--- src/rtl/i2c_master_sequencer.sv ---
// Write-only I2C master transaction sequencer: START, address+W, N data bytes, STOP.
// Triggers the bit-level generators, arbitrates bus ownership and reports completion status.
module i2c_master_sequencer #(
  parameter int TIMEOUT_CYCLES = 65535,
  parameter int LEN_W          = 8
) (
  input  logic             i_clk,
  input  logic             i_rst_n,
  input  logic             i_cmd_valid,
  output logic             o_cmd_ready,
  input  logic [6:0]       i_cmd_addr,
  input  logic [LEN_W-1:0] i_cmd_len,
  input  logic             i_wr_valid,
  output logic             o_wr_ready,
  input  logic [7:0]       i_wr_data,
  output logic             o_busy,
  output logic             o_done,
  output logic [1:0]       o_err,
  output logic             o_start_go,
  input  logic             i_start_done,
  output logic             o_byte_go,
  output logic [7:0]       o_byte_data,
  input  logic             i_byte_done,
  input  logic             i_byte_nack,
  output logic             o_stop_go,
  input  logic             i_stop_done,
  output logic [1:0]       o_sel
);

  typedef enum logic [2:0] {
    S_IDLE, S_START, S_ADDR, S_FETCH, S_DATA, S_STOP, S_DONE
  } state_e;

  localparam logic [1:0] ERR_OK   = 2'b00;
  localparam logic [1:0] ERR_ANAK = 2'b01;
  localparam logic [1:0] ERR_DNAK = 2'b10;
  localparam logic [1:0] ERR_TMO  = 2'b11;

  // The counter is compared one step early so the timeout move lands on the
  // cycle in which the count would reach TIMEOUT_CYCLES-1.
  localparam logic [15:0] TMO_LAST = 16'(TIMEOUT_CYCLES - 2);

  state_e           state_q;
  logic [6:0]       addr_q;
  logic [LEN_W-1:0] rem_q;
  logic [1:0]       err_q;
  logic [7:0]       byte_data_q;
  logic [15:0]      cnt_q;
  logic             start_go_q;
  logic             byte_go_q;
  logic             stop_go_q;

  logic tmo;
  logic start_ok;
  logic byte_ok;
  logic stop_ok;
  logic counting;

  // A go pulse marks the first cycle of a waiting state, when done inputs are ignored.
  assign start_ok = i_start_done && !start_go_q;
  assign byte_ok  = i_byte_done  && !byte_go_q;
  assign stop_ok  = i_stop_done  && !stop_go_q;
  assign tmo      = (cnt_q == TMO_LAST);
  assign counting = (state_q == S_START) || (state_q == S_ADDR) ||
                    (state_q == S_DATA)  || (state_q == S_STOP);

  always_ff @(posedge i_clk) begin
    if (!i_rst_n) begin
      state_q     <= S_IDLE;
      addr_q      <= '0;
      rem_q       <= '0;
      err_q       <= ERR_OK;
      byte_data_q <= '0;
      cnt_q       <= '0;
      start_go_q  <= 1'b0;
      byte_go_q   <= 1'b0;
      stop_go_q   <= 1'b0;
    end else begin
      start_go_q <= 1'b0;
      byte_go_q  <= 1'b0;
      stop_go_q  <= 1'b0;
      if (counting) begin
        cnt_q <= cnt_q + 1'b1;
      end
      case (state_q)
        S_IDLE: begin
          if (i_cmd_valid) begin
            addr_q     <= i_cmd_addr;
            rem_q      <= i_cmd_len;
            err_q      <= ERR_OK;
            cnt_q      <= '0;
            start_go_q <= 1'b1;
            state_q    <= S_START;
          end
        end
        S_START: begin
          if (start_ok) begin
            byte_data_q <= {addr_q, 1'b0};
            cnt_q       <= '0;
            byte_go_q   <= 1'b1;
            state_q     <= S_ADDR;
          end else if (tmo) begin
            err_q     <= ERR_TMO;
            cnt_q     <= '0;
            stop_go_q <= 1'b1;
            state_q   <= S_STOP;
          end
        end
        S_ADDR, S_DATA: begin
          if (byte_ok) begin
            cnt_q <= '0;
            if (i_byte_nack) begin
              err_q     <= (state_q == S_ADDR) ? ERR_ANAK : ERR_DNAK;
              stop_go_q <= 1'b1;
              state_q   <= S_STOP;
            end else if (rem_q == '0) begin
              stop_go_q <= 1'b1;
              state_q   <= S_STOP;
            end else begin
              state_q <= S_FETCH;
            end
          end else if (tmo) begin
            err_q     <= ERR_TMO;
            cnt_q     <= '0;
            stop_go_q <= 1'b1;
            state_q   <= S_STOP;
          end
        end
        S_FETCH: begin
          if (i_wr_valid) begin
            byte_data_q <= i_wr_data;
            if (rem_q != '0) begin
              rem_q <= rem_q - 1'b1;
            end
            cnt_q     <= '0;
            byte_go_q <= 1'b1;
            state_q   <= S_DATA;
          end
        end
        S_STOP: begin
          if (stop_ok) begin
            cnt_q   <= '0;
            state_q <= S_DONE;
          end else if (tmo) begin
            err_q   <= ERR_TMO;
            cnt_q   <= '0;
            state_q <= S_DONE;
          end
        end
        S_DONE: begin
          cnt_q   <= '0;
          state_q <= S_IDLE;
        end
        default: begin
          cnt_q   <= '0;
          state_q <= S_IDLE;
        end
      endcase
    end
  end

  // Status and bus-owner outputs decode straight from the registered state.
  always_comb begin
    o_sel = 2'b00;
    case (state_q)
      S_START:                o_sel = 2'b01;
      S_ADDR, S_FETCH, S_DATA: o_sel = 2'b10;
      S_STOP:                 o_sel = 2'b11;
      default:                o_sel = 2'b00;
    endcase
  end

  assign o_cmd_ready = (state_q == S_IDLE);
  assign o_wr_ready  = (state_q == S_FETCH);
  assign o_busy      = (state_q != S_IDLE);
  assign o_done      = (state_q == S_DONE);
  assign o_err       = err_q;
  assign o_start_go  = start_go_q;
  assign o_byte_go   = byte_go_q;
  assign o_stop_go   = stop_go_q;
  assign o_byte_data = byte_data_q;

endmodule

--- config.mk ---
export PLATFORM = sky130hd
export DESIGN_NAME = i2c_master_sequencer
export DESIGN_NICKNAME = d
export VERILOG_FILES = /design/src/rtl/i2c_master_sequencer.sv
export SDC_FILE = /design/constraint.sdc
export NUM_CORES = 1
export LEC_CHECK = 0
export CORE_ASPECT_RATIO = 2
export CORE_MARGIN = 3
export CORE_UTILIZATION = 51
export CTS_CLUSTER_SIZE = 12
export DETAILED_ROUTE_END_ITERATION = 12
export PLACE_DENSITY = 0.84
export SETUP_SLACK_MARGIN = 0.02
export SLEW_MARGIN = 20
export SYNTH_ARGS = -nofsm -noshare
export SYNTH_HDL_FRONTEND = slang
export SYNTH_SLANG_ARGS = --single-unit
--- constraint.sdc ---
create_clock -name i_clk -period 1.9 [get_ports i_clk]
set_input_delay 0.285 -clock i_clk [delete_from_list [all_inputs] [get_ports i_clk]]
set_output_delay 0.285 -clock i_clk [all_outputs]
set_load 0.02 [all_outputs]
Word level (Yosys, flattened, before mapping)
Index checks and enable logic that the tools add are counted.
W data, S select, Z words.
Cells by class
  $add $sub $neg: 2
  eq/ne operators: 15
  mux-type cells: 44
  reductions and logical operators: 24
Operators by type and width (number)
  $mux W16: 7
  $pmux W16 S5: 1
  $mux W8: 5
  $pmux W8 S2: 2
  $mux W3: 9
  $add A16 B1 Y16 const B: 1
  $eq A16 B16 Y1 const B: 1
  $pmux W3 S5: 1
  $mux W2: 7
  $ne A2 B2 Y1 const B: 5
  $eq A3 B3 Y1 const B: 3
  $logic_not A8 Y1: 1
  $mux W1: 8
  $pmux W2 S4: 1
  $reduce_bool A8 Y1: 1
  $sub A8 B1 Y8 const B: 1
  $eq A3 B2 Y1 const B: 2
  $ne A3 B3 Y1 const B: 2
  $pmux W2 S3: 1
  $reduce_and A3 Y1: 2
  $reduce_and A5 Y1: 1
  $pmux W1 S2: 2
  $reduce_and A2 Y1: 2
  $reduce_and A4 Y1: 1
  11 further kinds: 18
Word-level totals
  register bits: 47
  bits of input ports: 31

Longest topological paths before layout
  depth after elaboration: 8
  mapped depth: 8

Worst setup path after synthesis
No wires, ideal clock.
  path kind: register to register
  start point: reg state_q[0]
  end point: reg rem_q[3]
  arrival: 1668 ps
  data required time: 1775 ps
  path slack: 107 ps
  stages on the path, launching flop included: 9
  clock period less this slack: 1793 ps
  cell sequence: dfxtp_1 buf_2 or3_1 buf_2 inv_1 o21ai_2 buf_4 o211ai_1 o31ai_1
Between the ends
  longest elaborated chain between the ends: 3
  elaborated cells on any way between the ends: 8
Ends and longest elaborated chain
  start: declaration: RTL line 43  | state_e state_q;
  start signal: assignment: RTL line 69  | state_q <= S_IDLE;
  start signal: assignment: RTL line 93  | state_q <= S_START;
  start signal: assignment: RTL line 101  | state_q <= S_ADDR;
  $logic_not A3 Y1 (*)
  via o_cmd_ready: RTL line 10  | output logic o_cmd_ready,
  $ne A2 B2 Y1 (no source line) or $reduce_bool A2 Y1 (tied branches)
  $reduce_and A4 Y1 (no source line)
  end signal: assignment: RTL line 89  | rem_q <= i_cmd_len;
  end signal: assignment: RTL line 133  | rem_q <= rem_q - 1'b1;
  end: declaration: RTL line 45  | logic [LEN_W-1:0] rem_q;
The timed path passes the listed nets; every way through them passes the cells marked *.
A chain may end at the register's enable or synchronous reset.

Worst setup path after layout
  start point: reg state_q[1]
  end point: out o_busy
Between the ends
  longest elaborated chain between the ends: 1
Ends and longest elaborated chain
  $reduce_bool A3 Y1: RTL line 175  | assign o_busy = (state_q != S_IDLE);
  end: declaration: RTL line 16  | output logic o_busy,
No other way between the ends.

==> results.md <==
- The flow ran to the end, and the final reports show no timing, DRC or antenna violations.
- The flip-flop and latch count after synthesis is 47.
- For this design the static power due to leakage is 1.248 nW.
- The first global-routing pass estimated 11,110 um of wire.
- The maximum single-stage delay on the critical path is 0.38 ns.
- Across the VDD grid, the largest voltage drop is 0.7036 mV.
- The power after layout is 2.749 mW.
- The mean area per synthesized cell is 7.744 um2.
- The standard-cell row count is 35.
- The clock transition at the registers of the reported paths is 0.09 ns.
- In this run, synthesis inferred 0 flip-flops with an integrated enable.
- Setup violations remaining at the end of the flow were counted as 0.
- The proportion of synthesized flip-flops having asynchronous set or reset is 0.
- The buffers plus inverters on the worst setup path is 2.
- The min-delay analysis places its worst path in the category register to register.
- STA puts the critical path data required time at 1.62 ns.
- Traced cell by cell, the critical path runs through or3_4, buf_4, dlygate4sd2_1.
- Registers take 944.7 um2.
- The setup total negative slack is 0 ns.
- The number of inserted diodes is 0.
- The largest buffer count on any clock path is 2.
- The endpoint of the worst register-to-register path is cnt_q[14].
- The highest attainable clock frequency is 546.8 MHz.
- The total half-perimeter wirelength after legalization and detailed placement is 5148 um.
- Synthesis produced a netlist with a net count of 357.
- The layout overhead on the synthesized area is 35.12%.
- The yosys synthesis warning count is 0.
- The peak fanout along the critical path is 9.
- Counting every instance in the synthesized netlist gives 322.
- The length in cells of the worst reg-to-reg path is 8.
- Setup repair after global routing could not meet its margin everywhere.
- The kind of start point of the critical path is a register.
- The sink count of the clock tree is 47.
- The average detailed-routed wire length per instance is 15.00 um.
- Counting I/O delays and the setup requirement, the final critical path takes 1.829 ns.
- The footprint of the multi-input gates is 0.001450 mm2.
- In this run the register-to-register setup slack is 0.09 ns.
- The standard cell with the maximum stage delay on the critical path is sky130_fd_sc_hd__dfxtp_4.
- Data arrives at the worst endpoint at 1.54 ns.
- CTS built an H-tree with a depth of 2.
- For the pin with the worst max-slew slack, the measured transition is 0.4511 ns.
- In the finished design, the share of the clock period the worst path needs comes to 0.9625.
- The DRC violation count after routing is 0.
- Measured along the y axis, the die boundary spans 104.9 um.
- The worst pin sits at a relative slew slack of 0.6982.
- The number of fill cells in the layout is 378.
- The via count of the first global-routing pass was 2,450.
- The worst hold path endpoint is addr_q[6].
- On the critical path the largest part of the delay comes from buffers and inverters.
- Along the worst hold path, the cell count comes to 2.
- The power density over the cells is 815.8 mW/mm2.
- The number of antenna violations at the first check in global routing is 0.
- Summing every instance area after synthesis gives 0.002494 mm2.
- The floorplan step defined a die boundary enclosing 0.005816 mm2.
- The post-CTS setup repair buffer count is 0.
- For this configuration, the core starts out at a cell density of 0.5322.
- In the layout the commonest cells are sky130_fd_sc_hd__nor2_1, sky130_fd_sc_hd__dfxtp_1, sky130_fd_sc_hd__nand2_1.
- In this run the tool buffered the top-level ports with 49 buffer cells.
- The number of max-cap violations is 0.
- Entering global routing, the biggest net connects 23 pins.
- The clock tree root driver cell is sky130_fd_sc_hd__clkbuf_8.
- Once placement completed, the tool counted placed cells totaling 443.
- The count of different cell masters after synthesis is 52.
- Of the cells placed in the final design, the portion with a size suffix greater than 1 is 0.1389.
- Across the routed clock network, the largest skew measured is 0.007240 ns.
- The I/O pin total is 50.
- The critical path endpoint category is an output port.
- The count of TritonRoute iterations in the first routing pass is 4.
- For the worst-skew pair, the clock arrives at the later sink with an insertion delay of 0.31 ns.
- The via count normalized by instance count is 5.743.
- The worst hold path startpoint is addr_q[6].
- Hold is met by 0.4616 ns.
- The sequential element share of the synthesized area is 0.3773.
- TritonCTS built the clock tree.
- The total routing resource utilization after global routing is 0.2336.
- In this run the standard cell core region covers 0.004686 mm2.
- The count of pins over their slew limit came to 0.
- Measured along the x axis, the die boundary spans 55.45 um.
- For this run, the share of the core covered by cells in the final layout is 0.7191.
- At the end of routability-driven placement, the weighted congestion stood at 0.8779.
- The worst register-to-register path begins at state_q[1].
- The count of endpoints failing hold in the final timing report was 0.
- The detailed router finished its first iteration with 106 violations.
- The number of buffers created by CTS is 5.
- For this block, the via count after detailed routing is 2,590.
- The aggregate global routing overflow is 0.
- The overall routed net length is 6765 um.
- The category of the critical setup timing path is register to output port.
- The most common cell after layout, fill and taps aside is sky130_fd_sc_hd__nor2_1.
- The most used flip-flop cell after synthesis is sky130_fd_sc_hd__dfxtp_1.
- The non-filler instance count after layout is 451.
- The layout net count is 430.
- The residual antenna-violating net count after detailed routing is 0.
[report_power, final]
group / switching, mW / internal [mW]
combinational: 0.467 / 0.400
clock: 0.364 / 0.399
sequential: 0.0541 / 1.06
total: 0.885 / 1.86
[metal layers]
layer	GRT usage	vias up	share of wire
li1	-	1283	-
met1	0.2442	1195	0.37
met2	0.4254	85	0.54
met3	0.03585	27	0.045
met4	0.1374	0	0.042
met5	0	-	0
[worst min-delay path, delay by kind of cell (launching register included)]
| kind | cells | cell delay [ns] |
|---|---|---|
| compound gates | 1 | 0.05 |
| flops | 1 | 0.32 |
| simple gates | 1 | 0.05 |
[synthesized netlist by cell type (all sizes together) (8+ instances only)]
library cell  instances  area share
a21oi                24       0.048
buf                   8       0.020
clkbuf                9       0.014
nand3                11       0.022
xnor2                13       0.046
a311oi                8       0.028
dfxtp                47        0.38
inv                  11       0.017
nand2                46       0.069
nor2                 47       0.071
o21ai                13       0.028
nor3                  8       0.016
[how the worst max path moves through the flow]
stage                           start          end  slack [ns]  depth (start not counted)
after floorplan            state_q[0]     rem_q[3]        0.11                          8
after global placement    i_cmd_valid     o_err[1]        0.09                          7
after detailed placement     cnt_q[0]     cnt_q[6]        0.07                          7
after CTS                  state_q[1]  o_cmd_ready        0.03                          3
after global routing       state_q[1]     o_sel[1]       0.005                          4
final                      state_q[1]       o_busy        0.07                          3
[registers in the layout (all words and copies together) (netlist names)]
signal / flops
cnt_q: 16
o_stop_go: 1
o_start_go: 1
rem_q: 8
o_byte_data: 8
o_byte_go: 1
state_q: 3
o_err: 2
addr_q: 7
[cell type report]
type | count | share of cell area
multi-input combinational | 247 | 0.4304
sequential | 47 | 0.2804
timing repair buffer | 83 | 0.2221
clock buffer | 5 | 0.02042
tap | 55 | 0.02042
clock inverter | 3 | 0.01411
inverter | 11 | 0.01225
[what timing repair did]
| item | in CTS | in global routing |
|---|---|---|
| endpoints found under the setup margin | 6 | 25 |
| resized for setup | 7 | 8 |
| gates cloned | 0 | 0 |
| hold buffers | 0 | 0 |
[logic make-up after synthesis]
| family | after synthesis | share of synthesized area |
|---|---|---|
| AND/OR/NAND/NOR | 146 | 0.2720 |
| XOR/XNOR | 15 | 0.05269 |
| flip-flops | 47 | 0.3773 |
| buffers and inverters | 28 | 0.04967 |
| AO/OA/AOI/OAI | 82 | 0.2283 |
| adder cells (fa/ha/maj) | 4 | 0.02007 |
[stage by stage]
stage,setup slack (ns),area [um2]
2_1_floorplan,0.1067,2494
3_3_place_gp,0.09110,3238
3_5_place_dp,0.06503,3238
4_1_cts,0.03408,3348
5_1_grt,0.004618,3369
6_report,0.07130,3369
No activity file was read; power rests on OpenSTA's default activity.
